[config.mk]
export PLATFORM = sky130hd
export DESIGN_NAME = regfile_write_arbiter
export DESIGN_NICKNAME = d
export VERILOG_FILES = /design/src/rtl/regfile_arb_pkg.sv /design/src/rtl/regfile_wr_fifo.sv /design/src/rtl/regfile_write_arbiter.sv
export SDC_FILE = /design/constraint.sdc
export NUM_CORES = 1
export LEC_CHECK = 0
export ABC_AREA = 1
export CORE_MARGIN = 8
export CORE_UTILIZATION = 41
export CTS_BUF_LIST = sky130_fd_sc_hd__clkbuf_2 sky130_fd_sc_hd__clkbuf_4 sky130_fd_sc_hd__clkbuf_8
export DETAILED_ROUTE_END_ITERATION = 7
export DONT_BUFFER_PORTS = 1
export PLACE_DENSITY = 0.56
export SLEW_MARGIN = 25
export SYNTH_ARGS = -nofsm -noshare
export SYNTH_HDL_FRONTEND = slang
export SYNTH_HIERARCHICAL = 1
export SYNTH_SLANG_ARGS = --single-unit
[constraint.sdc]
create_clock -name clk -period 4.92 [get_ports clk]
set_input_delay 0.984 -clock clk [delete_from_list [all_inputs] [get_ports clk]]
set_output_delay 0.984 -clock clk [all_outputs]
set_load 0.05 [all_outputs]
[src/rtl/regfile_arb_pkg.sv]
// regfile_arb_pkg: shared widths, the buffered write-request type and the
// source-register hit compare used by the arbiter.
package regfile_arb_pkg;
    localparam int REG_ADDR_W = 5;
    localparam int DATA_W     = 32;
    typedef struct packed {
        logic [REG_ADDR_W-1:0] rd;
        logic [DATA_W-1:0]     data;
    } wr_req_t;
    // Register 0 never carries a real dependency, so it never hits.
    function automatic logic src_hit(input wr_req_t e, input logic v, input logic [REG_ADDR_W-1:0] r);
        return v && (r != '0) && (e.rd == r);
    endfunction
endpackage

[src/rtl/regfile_wr_fifo.sv]
// regfile_wr_fifo: 2-entry in-order buffer for multicycle writes, with both
// physical slots and their valid bits exposed for dependency compares.
module regfile_wr_fifo
    import regfile_arb_pkg::*;
(
    input  logic       clk,
    input  logic       reset,
    input  logic       i_push,
    input  logic       i_pop,
    input  wr_req_t    i_din,
    output logic       o_full,
    output logic       o_empty,
    output logic [1:0] o_count,
    output wr_req_t    o_head,
    output wr_req_t    o_ent0,
    output wr_req_t    o_ent1,
    output logic [1:0] o_vld
);
    logic [1:0] r_count;
    logic       r_wptr;
    logic       r_rptr;
    wr_req_t    r_mem [2];
    logic       w_push;
    logic       w_pop;

    assign o_full  = r_count == 2'd2;
    assign o_empty = r_count == 2'd0;
    assign o_count = r_count;
    assign w_push  = i_push && !o_full;
    assign w_pop   = i_pop && !o_empty;
    assign o_head  = r_mem[r_rptr];
    assign o_ent0  = r_mem[0];
    assign o_ent1  = r_mem[1];
    assign o_vld[0] = o_full || (r_count == 2'd1 && !r_rptr);
    assign o_vld[1] = o_full || (r_count == 2'd1 && r_rptr);

    always_ff @(posedge clk) begin
        if (reset) begin
            r_count <= 2'd0;
            r_wptr  <= 1'b0;
            r_rptr  <= 1'b0;
        end else begin
            if (w_push) r_wptr <= ~r_wptr;
            if (w_pop) r_rptr <= ~r_rptr;
            r_count <= r_count + 2'(w_push) - 2'(w_pop);
        end
    end

    // Storage needs no reset: the valid bits gate every use of it.
    always_ff @(posedge clk) begin
        if (w_push && !reset) r_mem[r_wptr] <= i_din;
    end
endmodule

[src/rtl/regfile_write_arbiter.sv]
// regfile_write_arbiter: shares the single register-file write port between
// writeback and buffered multicycle results, forcing the buffer after starvation.
module regfile_write_arbiter
    import regfile_arb_pkg::*;
#(
    parameter int STARVE_LIMIT = 4
) (
    input  logic                  clk,
    input  logic                  reset,
    input  logic                  wbValid,
    input  logic [REG_ADDR_W-1:0] wbReg,
    input  logic [DATA_W-1:0]     wbData,
    output logic                  wbStall,
    input  logic                  mcValid,
    input  logic [REG_ADDR_W-1:0] mcReg,
    input  logic [DATA_W-1:0]     mcData,
    output logic                  mcReady,
    input  logic [REG_ADDR_W-1:0] readRegister1,
    input  logic [REG_ADDR_W-1:0] readRegister2,
    output logic                  pendingHit1,
    output logic                  pendingHit2,
    output logic                  regWrite,
    output logic [REG_ADDR_W-1:0] writeRegister,
    output logic [DATA_W-1:0]     writeData
);
    localparam int SW = (STARVE_LIMIT < 1) ? 1 : $clog2(STARVE_LIMIT + 1);

    logic [SW-1:0] r_starve;
    logic          w_full;
    logic          w_empty;
    logic [1:0]    w_count;
    logic [1:0]    w_vld;
    wr_req_t       w_head;
    wr_req_t       w_ent0;
    wr_req_t       w_ent1;
    wr_req_t       w_wb_req;
    wr_req_t       w_win;
    logic          w_force;
    logic          w_mc_win;
    logic          w_wb_win;
    logic          w_push;

    regfile_wr_fifo u_fifo (
        .clk     (clk),
        .reset   (reset),
        .i_push  (w_push),
        .i_pop   (w_mc_win),
        .i_din   ('{rd: mcReg, data: mcData}),
        .o_full  (w_full),
        .o_empty (w_empty),
        .o_count (w_count),
        .o_head  (w_head),
        .o_ent0  (w_ent0),
        .o_ent1  (w_ent1),
        .o_vld   (w_vld)
    );

    // The reset cycle is treated as having no winner so nothing is written.
    assign w_wb_req = '{rd: wbReg, data: wbData};
    assign w_force  = !reset && !w_empty && (r_starve == SW'(STARVE_LIMIT));
    assign w_mc_win = w_force || (!reset && !wbValid && !w_empty);
    assign w_wb_win = !reset && wbValid && !w_force;
    assign w_win    = w_mc_win ? w_head : w_wb_win ? w_wb_req : '0;

    assign regWrite      = (w_mc_win || w_wb_win) && (w_win.rd != '0);
    assign writeRegister = w_win.rd;
    assign writeData     = w_win.data;
    assign wbStall       = wbValid && w_force;
    assign mcReady       = !w_full;
    assign w_push        = mcValid && mcReady && !reset;

    assign pendingHit1 = !reset && (src_hit(w_ent0, w_vld[0], readRegister1) || src_hit(w_ent1, w_vld[1], readRegister1));
    assign pendingHit2 = !reset && (src_hit(w_ent0, w_vld[0], readRegister2) || src_hit(w_ent1, w_vld[1], readRegister2));

    always_ff @(posedge clk) begin
        if (reset || w_mc_win || w_empty) r_starve <= '0;
        else if (w_wb_win && r_starve != SW'(STARVE_LIMIT)) r_starve <= r_starve + 1'b1;
    end
endmodule

==> results of run 1 <==
-- cell usage after synthesis, types with 3 or more instances --
| library cell | count |
|---|---|
| nand2_1 | 133 |
| edfxtp_1 | 74 |
| nand3_1 | 48 |
| inv_1 | 36 |
| nor2_1 | 31 |
| mux2_4 | 30 |
| dfxtp_1 | 8 |
| mux2_2 | 7 |
| buf_2 | 6 |
| o21ai_0 | 5 |
| a21oi_1 | 4 |
| buf_12 | 3 |
| buf_4 | 3 |
| ha_1 | 3 |
| xor2_1 | 3 |
-- per-stage QoR --
stage               cell area (um^2)  hold slack (ps)  instances  utilization, %
finish                          4510              449        551            44.3
global route                    4510              483        551            44.3
CTS                             4510              456        551            44.3
detailed placement              4320              442        535            42.4
global placement                4320              430        535            42.4
floorplan                       4220              417        407               -
-- how the worst max path moves through the flow --
stage                     slack, ps                 end
after floorplan                 620  u_fifo/r_mem[1][0]
after global placement         1170            regWrite
after detailed placement       1110            regWrite
after CTS                      1110            regWrite
after global routing            900            regWrite
final                          1140            regWrite
-- power by group --
group | total [mW] | internal (mW) | switching (mW)
logic | 0.179 | 0.0419 | 0.137
registers | 0.784 | 0.777 | 0.00698
clock network | 0.473 | 0.234 | 0.240
total | 1.44 | 1.05 | 0.384
-- sequential cells by signal (all words and copies together) (netlist names), named ones only --
| name | count |
|---|---|
| r_starve | 3 |
| u_fifo/o_count | 2 |
| u_fifo/r_mem | 74 |
| u_fifo/r_rptr | 1 |
| u_fifo/r_wptr | 1 |
-- area by class of cell --
cell class	count	area share [%]
Sequential cell	82	52.9
Clock buffer	9	2.75
Multi-Input combinational cell	274	35.0
Inverter	37	3.08
Clock inverter	7	1.53
Timing Repair Buffer	6	0.999
Tap cell	136	3.77
-- layer usage --
layer	part of all wire (%)	GRT usage, %	wire length [um]	vias up
met5	0	0	0	-
met4	1.3	4.80	119	0
met3	11	6.62	1030	8
met2	51	23.9	4790	91
met1	37	13.4	3480	1269
li1	-	-	-	1364
-- critical path: stages --
cell	delay, ps
nor2_4	160
nand2_2	460
nand3_1	200
nand2_1	340
nor2_1	200
nand3_1	430
-- kinds of logic after synthesis --
family                   count (synthesis)
flip-flops                              82
XOR/XNOR                                 3
AO/OA/AOI/OAI                           10
adder cells (fa/ha/maj)                  3
AND/OR/NAND/NOR                        221
buffers and inverters                   51
multiplexers                            37
==> results.py, run 1 <==
metrics = {
    "timing": {
        "hold_viol_final": 0,
        "fin_tns_setup_ps": 0,
        "rsz0062_at_grt": "no",
        "drv_slew": 0,
        "period_share_pct": 76.8,
        "timing.slew.headroom_pct": 28.7,
        "min_period_ps": 3780,
        "finClkSkew_ps": 8.20,
        "fmax_mhz": 265,
        "worst_slack_ps": 1140,
        "tightest_slew_ps": 1070,
        "setup_viol": 0,
    },
    "hold_path": {
        "holdCritPathClass": "reg2reg",
        "min_from": "r_starve[0]",
        "whs_endpoint": "r_starve[0]",
        "whs_path_depth": 1,
    },
    "floorplanning": {
        "chipHeight_um": 117,
        "die-area_mm2": 0.0138,
        "start_util_pct": 41.5,
        "ios": 130,
        "die_w_um": 117,
        "rows": 37,
        "placeableCoreArea_mm2": 0.0102,
    },
    "synth": {
        "yosysWarnings": 6,
        "muxShareOfSynthArea_pct": 12.5,
        "synth_cell_types": 23,
        "yosys-top-cells-area": "edfxtp_1 (53%), nand2_1 (12%), mux2_4 (11%), nand3_1 (5.7%), dfxtp_1 (3.8%)",
        "synth_top_family_by_area": "simple AND/OR/NAND/NOR gates",
        "synth.yosys.seq_area_share_pct": 56.4,
        "synth_xor_area_share_pct": 0.622,
        "synth_nets": 498,
        "synthSimpleGateAreaFrac_pct": 21.9,
        "yosysTopAreaCell": "edfxtp_1",
        "syn_inst": 407,
        "synth_compound_area_share_pct": 1.19,
        "synthArstFlopShare_pct": 0,
        "syn-cell-area_mm2": 0.00422,
        "ys.flop_type": "edfxtp_1",
        "synth_edf_count": 74,
        "synthAdderAreaFrac_pct": 0.889,
        "ys_ff_latch": 82,
        "netlist.area_leader.share_pct": 52.6,
        "syn-mean-instance-area_um2": 10.4,
    },
    "grt": {
        "grt_pass1_vias": 2738,
        "antenna_found_initial": 0,
        "grt.total_usage_pct": 13.5,
        "grt_pass1_wl_mm": 14.5,
        "grt.overflow.total": 0,
        "grt_max_degree": 39,
    },
    "power": {
        "power_mw": 1.44,
        "p_per_area_mw_per_mm2": 319,
        "ir_worst_vdd_uv": 207,
        "power_leakage_nw": 1.86,
    },
    "flow_run": {
        "max_cap_violations": 0,
    },
    "clock_network": {
        "cts_setup_buffers": 0,
        "cts_inserted_buffers": 9,
        "clk_pin_slew_worst_paths_ps": 80,
        "root_buffer": "clkbuf_8",
        "cts_hold_buf": 0,
        "post_cts_resized": 0,
        "clkLatencyLatePin_ps": 350,
        "clockBufferDepth": 2,
        "clkSinkCount": 82,
        "cts_htree_levels": 3,
        "cts_tree": "built",
    },
    "critical_path": {
        "startpoint_type": "input port",
        "rrSetupSlack_ps": 2290,
        "cp-end-kind": "output pin",
        "startpoint": "reset",
        "cp.required_ps": 3940,
        "r2r_end": "u_fifo/r_mem[0][7]",
        "path_max_fanout": 38,
        "worst_ep_arrival_time_ps": 2790,
        "r2r-start": "u_fifo/o_count[0]",
        "crit_type": "in2out",
        "r2r_cells": 9,
    },
    "placed_design": {
        "io_buffers": 0,
        "preCtsSetupSlack_ps": 1110,
        "hpwl_mm": 7.02,
        "gp_congestion": 0.922,
    },
    "detailed_routing": {
        "drtIter0Drc": 111,
        "drc": 0,
        "final_antenna_net_count": 0,
        "avgRoutedWirePerCell_um": 17.1,
        "vias": 2732,
        "via_per_inst": 4.96,
        "dr.pass1.iters": 4,
        "postRouteWirelength_mm": 9.42,
    },
    "layout": {
        "layout_commonest_cell": "nand2_1",
        "synthToLayoutAreaGrowth_pct": 6.79,
        "final_cell_mix": "nand2_1 (133), edfxtp_1 (74), nand3_1 (48)",
        "diodes": 0,
        "regArea_mm2": 0.00238,
        "fillCellCount": 986,
        "multi_input_area_mm2": 0.00158,
        "nNetsFinal": 501,
        "drive_gt1_share_pct": 15.9,
    },
    "status": {
        "status": "complete, no violations",
    },
}
Power figures use the tool's default switching activity.
==> run 2: changes to the inputs <==
- clock period: 4.92 -> 3.9 ns (I/O delays scaled with it)
==> results.py, run 2 (synthesized netlist as in run 1, its figures left out) <==
metrics = {
    "floorplanning": {
        "placeableCoreArea_mm2": 0.0102,
        "rows": 37,
        "chipHeight_um": 117,
        "die_w_um": 117,
        "start_util_pct": 41.5,
        "die-area_mm2": 0.0138,
        "ios": 130,
    },
    "timing": {
        "fin_tns_setup_ps": 0,
        "drv_slew": 0,
        "fmax_mhz": 320,
        "period_share_pct": 80.1,
        "setup_viol": 0,
        "rsz0062_at_grt": "no",
        "timing.slew.headroom_pct": 62.5,
        "min_period_ps": 3120,
        "finClkSkew_ps": 7.22,
        "tightest_slew_ps": 561,
        "worst_slack_ps": 778,
        "hold_viol_final": 0,
    },
    "critical_path": {
        "r2r_end": "u_fifo/r_mem[0][27]",
        "cp-end-kind": "output pin",
        "crit_type": "reg2out",
        "path_max_fanout": 19,
        "r2r-start": "u_fifo/o_count[0]",
        "worst_ep_arrival_time_ps": 2340,
        "startpoint_type": "flip-flop",
        "cp.required_ps": 3120,
        "r2r_cells": 9,
        "rrSetupSlack_ps": 1430,
    },
    "clock_network": {
        "clkLatencyLatePin_ps": 340,
        "post_cts_resized": 0,
        "cts_tree": "built",
        "cts_htree_levels": 3,
        "clk_pin_slew_worst_paths_ps": 70,
        "root_buffer": "clkbuf_8",
        "cts_setup_buffers": 0,
        "clockBufferDepth": 2,
        "cts_hold_buf": 0,
        "clkSinkCount": 82,
        "cts_inserted_buffers": 9,
    },
    "grt": {
        "grt_pass1_wl_mm": 14.7,
        "antenna_found_initial": 0,
        "grt.total_usage_pct": 13.6,
        "grt_max_degree": 38,
        "grt.overflow.total": 0,
        "grt_pass1_vias": 2792,
    },
    "detailed_routing": {
        "avgRoutedWirePerCell_um": 17.2,
        "final_antenna_net_count": 0,
        "vias": 2745,
        "drc": 0,
        "dr.pass1.iters": 4,
        "via_per_inst": 4.93,
        "drtIter0Drc": 133,
        "postRouteWirelength_mm": 9.56,
    },
    "layout": {
        "diodes": 0,
        "synthToLayoutAreaGrowth_pct": 8.47,
        "nNetsFinal": 507,
        "drive_gt1_share_pct": 17.3,
        "largest_reg_flops": 74,
        "layout_commonest_cell": "nand2_1",
        "final_cell_mix": "nand2_1 (133), edfxtp_1 (74), nand3_1 (48)",
        "fillCellCount": 992,
        "top_register": "u_fifo/r_mem",
    },
    "power": {
        "ir_worst_vdd_uv": 216,
        "p_per_area_mw_per_mm2": 401,
        "power_leakage_nw": 1.90,
    },
    "hold_path": {
        "min_from": "r_starve[0]",
        "holdCritPathClass": "reg2reg",
        "whs_path_depth": 1,
        "whs_endpoint": "r_starve[0]",
    },
    "flow_run": {
        "max_cap_violations": 0,
    },
    "placed_design": {
        "io_buffers": 0,
        "preCtsSetupSlack_ps": 902,
        "hpwl_mm": 6.99,
        "gp_congestion": 0.879,
    },
    "status": {
        "status": "complete, no violations",
    },
}
## run 2: changes by cell type in the layout (fill, tap and decap cells not counted)
cell,delta
clkinv_1,-1
clkinv_2,-1
nor3_2,-1
buf_12,+1
buf_4,+5
nor3_4,+1
clkinvlp_4,+1
inv_6,+1
## run 2: area by class of cell
class	count	area, um^2	area share [%]
Clock inverter	7	76.3	1.67
Inverter	37	139	3.03
Clock buffer	9	124	2.70
Timing Repair Buffer	12	103	2.24
Tap cell	136	170	3.71
Multi-Input combinational cell	274	1590	34.6
Sequential cell	82	2380	52.0
## run 2: report_power, final
group	switching (mW)	internal [mW]
combinational	0.176	0.0606
sequential	0.00936	0.981
clock	0.309	0.300
total	0.495	1.34
## run 2: worst max-delay path, cell delays in order (launching register included)
cell and delay [ps]:
dfxtp_1 360, inv_1 50, ha_1 180, nand2_1 120, inv_1 70, nand2_2 290
nand3_1 110, nand2_1 430, nor2_1 80, nand3_1 160, buf_12 150
## run 2: per-stage QoR
stage	instance area [um^2]	utilization, %	hold slack (ps)	power, mW	cells
2_1_floorplan	4230	-	417	1.21	407
3_3_place_gp	4380	43.0	431	1.25	541
3_5_place_dp	4380	43.0	450	1.25	541
4_1_cts	4580	45.0	461	1.86	557
5_1_grt	4580	45.0	476	1.92	557
6_report	4580	45.0	455	1.84	557
## run 2: worst max path at each step
| stage | startpoint | slack [ps] | endpoint |
|---|---|---|---|
| 3_3_place_gp | reset | 930 | regWrite |
| 4_1_cts | r_starve[0] | 770 | regWrite |
| 5_1_grt | r_starve[0] | 550 | regWrite |
| 6_report | r_starve[0] | 780 | regWrite |
| 2_1_floorplan | u_fifo/o_count[0] | 680 | u_fifo/r_mem[0][0] |
| 3_5_place_dp | reset | 900 | regWrite |
## run 2: routing by layer
layer,global-route usage (%),up-vias,share of wire [%]
li1,-,1380,-
met1,14.6,1260,39
met2,22.8,97,48
met3,6.43,8,11
met4,5.12,0,1.6
met5,0,-,0
==> run 3: changes to the inputs <==
- PLACE_DENSITY: 0.56 -> 0.58
- clock period: 3.9 -> 2.5 ns (I/O delays scaled with it)
==> results.py, run 3 (synthesized netlist as in run 1, its figures left out) <==
metrics = {
    "placed_design": {
        "preCtsSetupSlack_ps": 269,
        "gp_congestion": 0.825,
        "io_buffers": 0,
        "hpwl_mm": 7.20,
    },
    "power": {
        "ir_worst_vdd_uv": 403,
        "p_per_area_mw_per_mm2": 604,
        "power_leakage_nw": 2.19,
    },
    "grt": {
        "grt_max_degree": 22,
        "antenna_found_initial": 0,
        "grt.overflow.total": 0,
        "grt_pass1_wl_mm": 15.1,
        "grt_pass1_vias": 3014,
        "grt.total_usage_pct": 13.7,
    },
    "detailed_routing": {
        "avgRoutedWirePerCell_um": 15.9,
        "dr.pass1.iters": 4,
        "final_antenna_net_count": 0,
        "via_per_inst": 4.83,
        "drc": 0,
        "postRouteWirelength_mm": 9.60,
        "vias": 2925,
        "drtIter0Drc": 92,
    },
    "timing": {
        "setup_viol": 0,
        "timing.slew.headroom_pct": 76.9,
        "holdWs_ps": 221,
        "fmax_mhz": 422,
        "min_period_ps": 2370,
        "rsz0062_at_grt": "no",
        "finClkSkew_ps": 6.06,
        "hold_viol_final": 0,
        "fin_tns_setup_ps": 0,
        "period_share_pct": 94.8,
        "worst_slack_ps": 129,
        "drv_slew": 0,
        "tightest_slew_ps": 347,
    },
    "floorplanning": {
        "rows": 37,
        "die-area_mm2": 0.0138,
        "placeableCoreArea_mm2": 0.0102,
        "die_w_um": 117,
        "chipHeight_um": 117,
        "ios": 130,
        "start_util_pct": 41.5,
    },
    "layout": {
        "largest_reg_flops": 74,
        "regArea_mm2": 0.00238,
        "layout_commonest_cell": "nand2_1",
        "fillCellCount": 926,
        "drive_gt1_share_pct": 27.3,
        "final_cell_mix": "nand2_1 (130), edfxtp_1 (74), buf_4 (56)",
        "multi_input_area_mm2": 0.00161,
        "synthToLayoutAreaGrowth_pct": 18.7,
        "nNetsFinal": 555,
        "top_register": "u_fifo/r_mem",
        "diodes": 0,
    },
    "critical_path": {
        "worst_ep_arrival_time_ps": 1870,
        "crit_type": "reg2out",
        "r2r_cells": 9,
        "path_max_fanout": 19,
        "startpoint_type": "flip-flop",
        "r2r_end": "u_fifo/r_mem[1][13]",
        "cp-end-kind": "output pin",
        "r2r-start": "u_fifo/o_count[0]",
        "cp.required_ps": 2000,
        "rrSetupSlack_ps": 550,
    },
    "clock_network": {
        "clk_pin_slew_worst_paths_ps": 80,
        "cts_tree": "built",
        "cts_hold_buf": 0,
        "cts_htree_levels": 3,
        "clkSinkCount": 82,
        "root_buffer": "clkbuf_8",
        "cts_inserted_buffers": 9,
        "clkLatencyLatePin_ps": 350,
        "clockBufferDepth": 2,
    },
    "hold_path": {
        "whs_path_depth": 1,
        "min_from": "reset",
        "holdCritPathClass": "in2reg",
        "whs_endpoint": "u_fifo/r_wptr",
    },
    "flow_run": {
        "max_cap_violations": 0,
    },
    "status": {
        "status": "complete, no violations",
    },
}
run 3: worst max-delay path, cell delays in order (launching register included):
cell     delay, ps
dfxtp_2        460
buf_4          380
mux2_2         390
nand2_1         60
nand2_1         40
buf_4          180
run 3: where the power goes:
group / leakage (nW) / switching, mW / total [mW] / internal, mW
Sequential: 0.737 / 0.0133 / 1.54 / 1.53
Clock: 0.110 / 0.476 / 1.05 / 0.577
Combinational: 1.34 / 0.287 / 0.434 / 0.147
Total: 2.19 / 0.776 / 3.03 / 2.25
run 3: final cells by class:
class / count / share of cell area (%)
inverters: 37 / 2.95
clock buffers: 10 / 2.62
well taps: 136 / 3.39
repair inverters: 1 / 0.0999
flip-flops and latches: 82 / 47.6
multi-input cells: 274 / 32.2
clock inverters: 6 / 1.80
repair buffers: 59 / 9.41
run 3: what timing repair did:
| item | 4_1_cts | 5_1_grt |
|---|---|---|
| resized for setup | 3 | 8 |
| cloned | 0 | 1 |
| setup endpoints to repair | 21 | 34 |
| buffers inserted | 0 | 6 |
run 3: how the worst max path moves through the flow:
stage,startpoint,endpoint,slack (ps),depth (start not counted)
6_report,flip-flop,writeData[2],130,5
5_1_grt,flip-flop,writeData[2],20,5
4_1_cts,r_starve[0],writeData[17],20,10
3_5_place_dp,r_starve[0],writeData[17],270,10
3_3_place_gp,r_starve[0],writeData[7],340,10
2_1_floorplan,u_fifo/o_count[0],u_fifo/r_mem[1][0],8,8
run 3: stage by stage:
| stage | total power, mW | cells | instance area [um^2] | util [%] |
|---|---|---|---|---|
| final | 3.03 | 605 | 5010 | 49.2 |
| after global routing | 3.15 | 605 | 5010 | 49.2 |
| after CTS | 3.06 | 598 | 4940 | 48.5 |
| after detailed placement | 2.00 | 582 | 4710 | 46.2 |
| after global placement | 2.00 | 582 | 4710 | 46.2 |
| after floorplan | 1.89 | 407 | 4250 | - |
run 3: routing by layer:
layer  wire length, um  part of all wire (%)  up-vias  GRT usage (%)
met5                 0                     0        -              0
met4               148                   1.5        0           5.76
met3               711                   7.4       12           4.41
met2              4830                    50       90           24.2
met1              3910                    41     1352           14.8
li1                  -                     -     1471              -
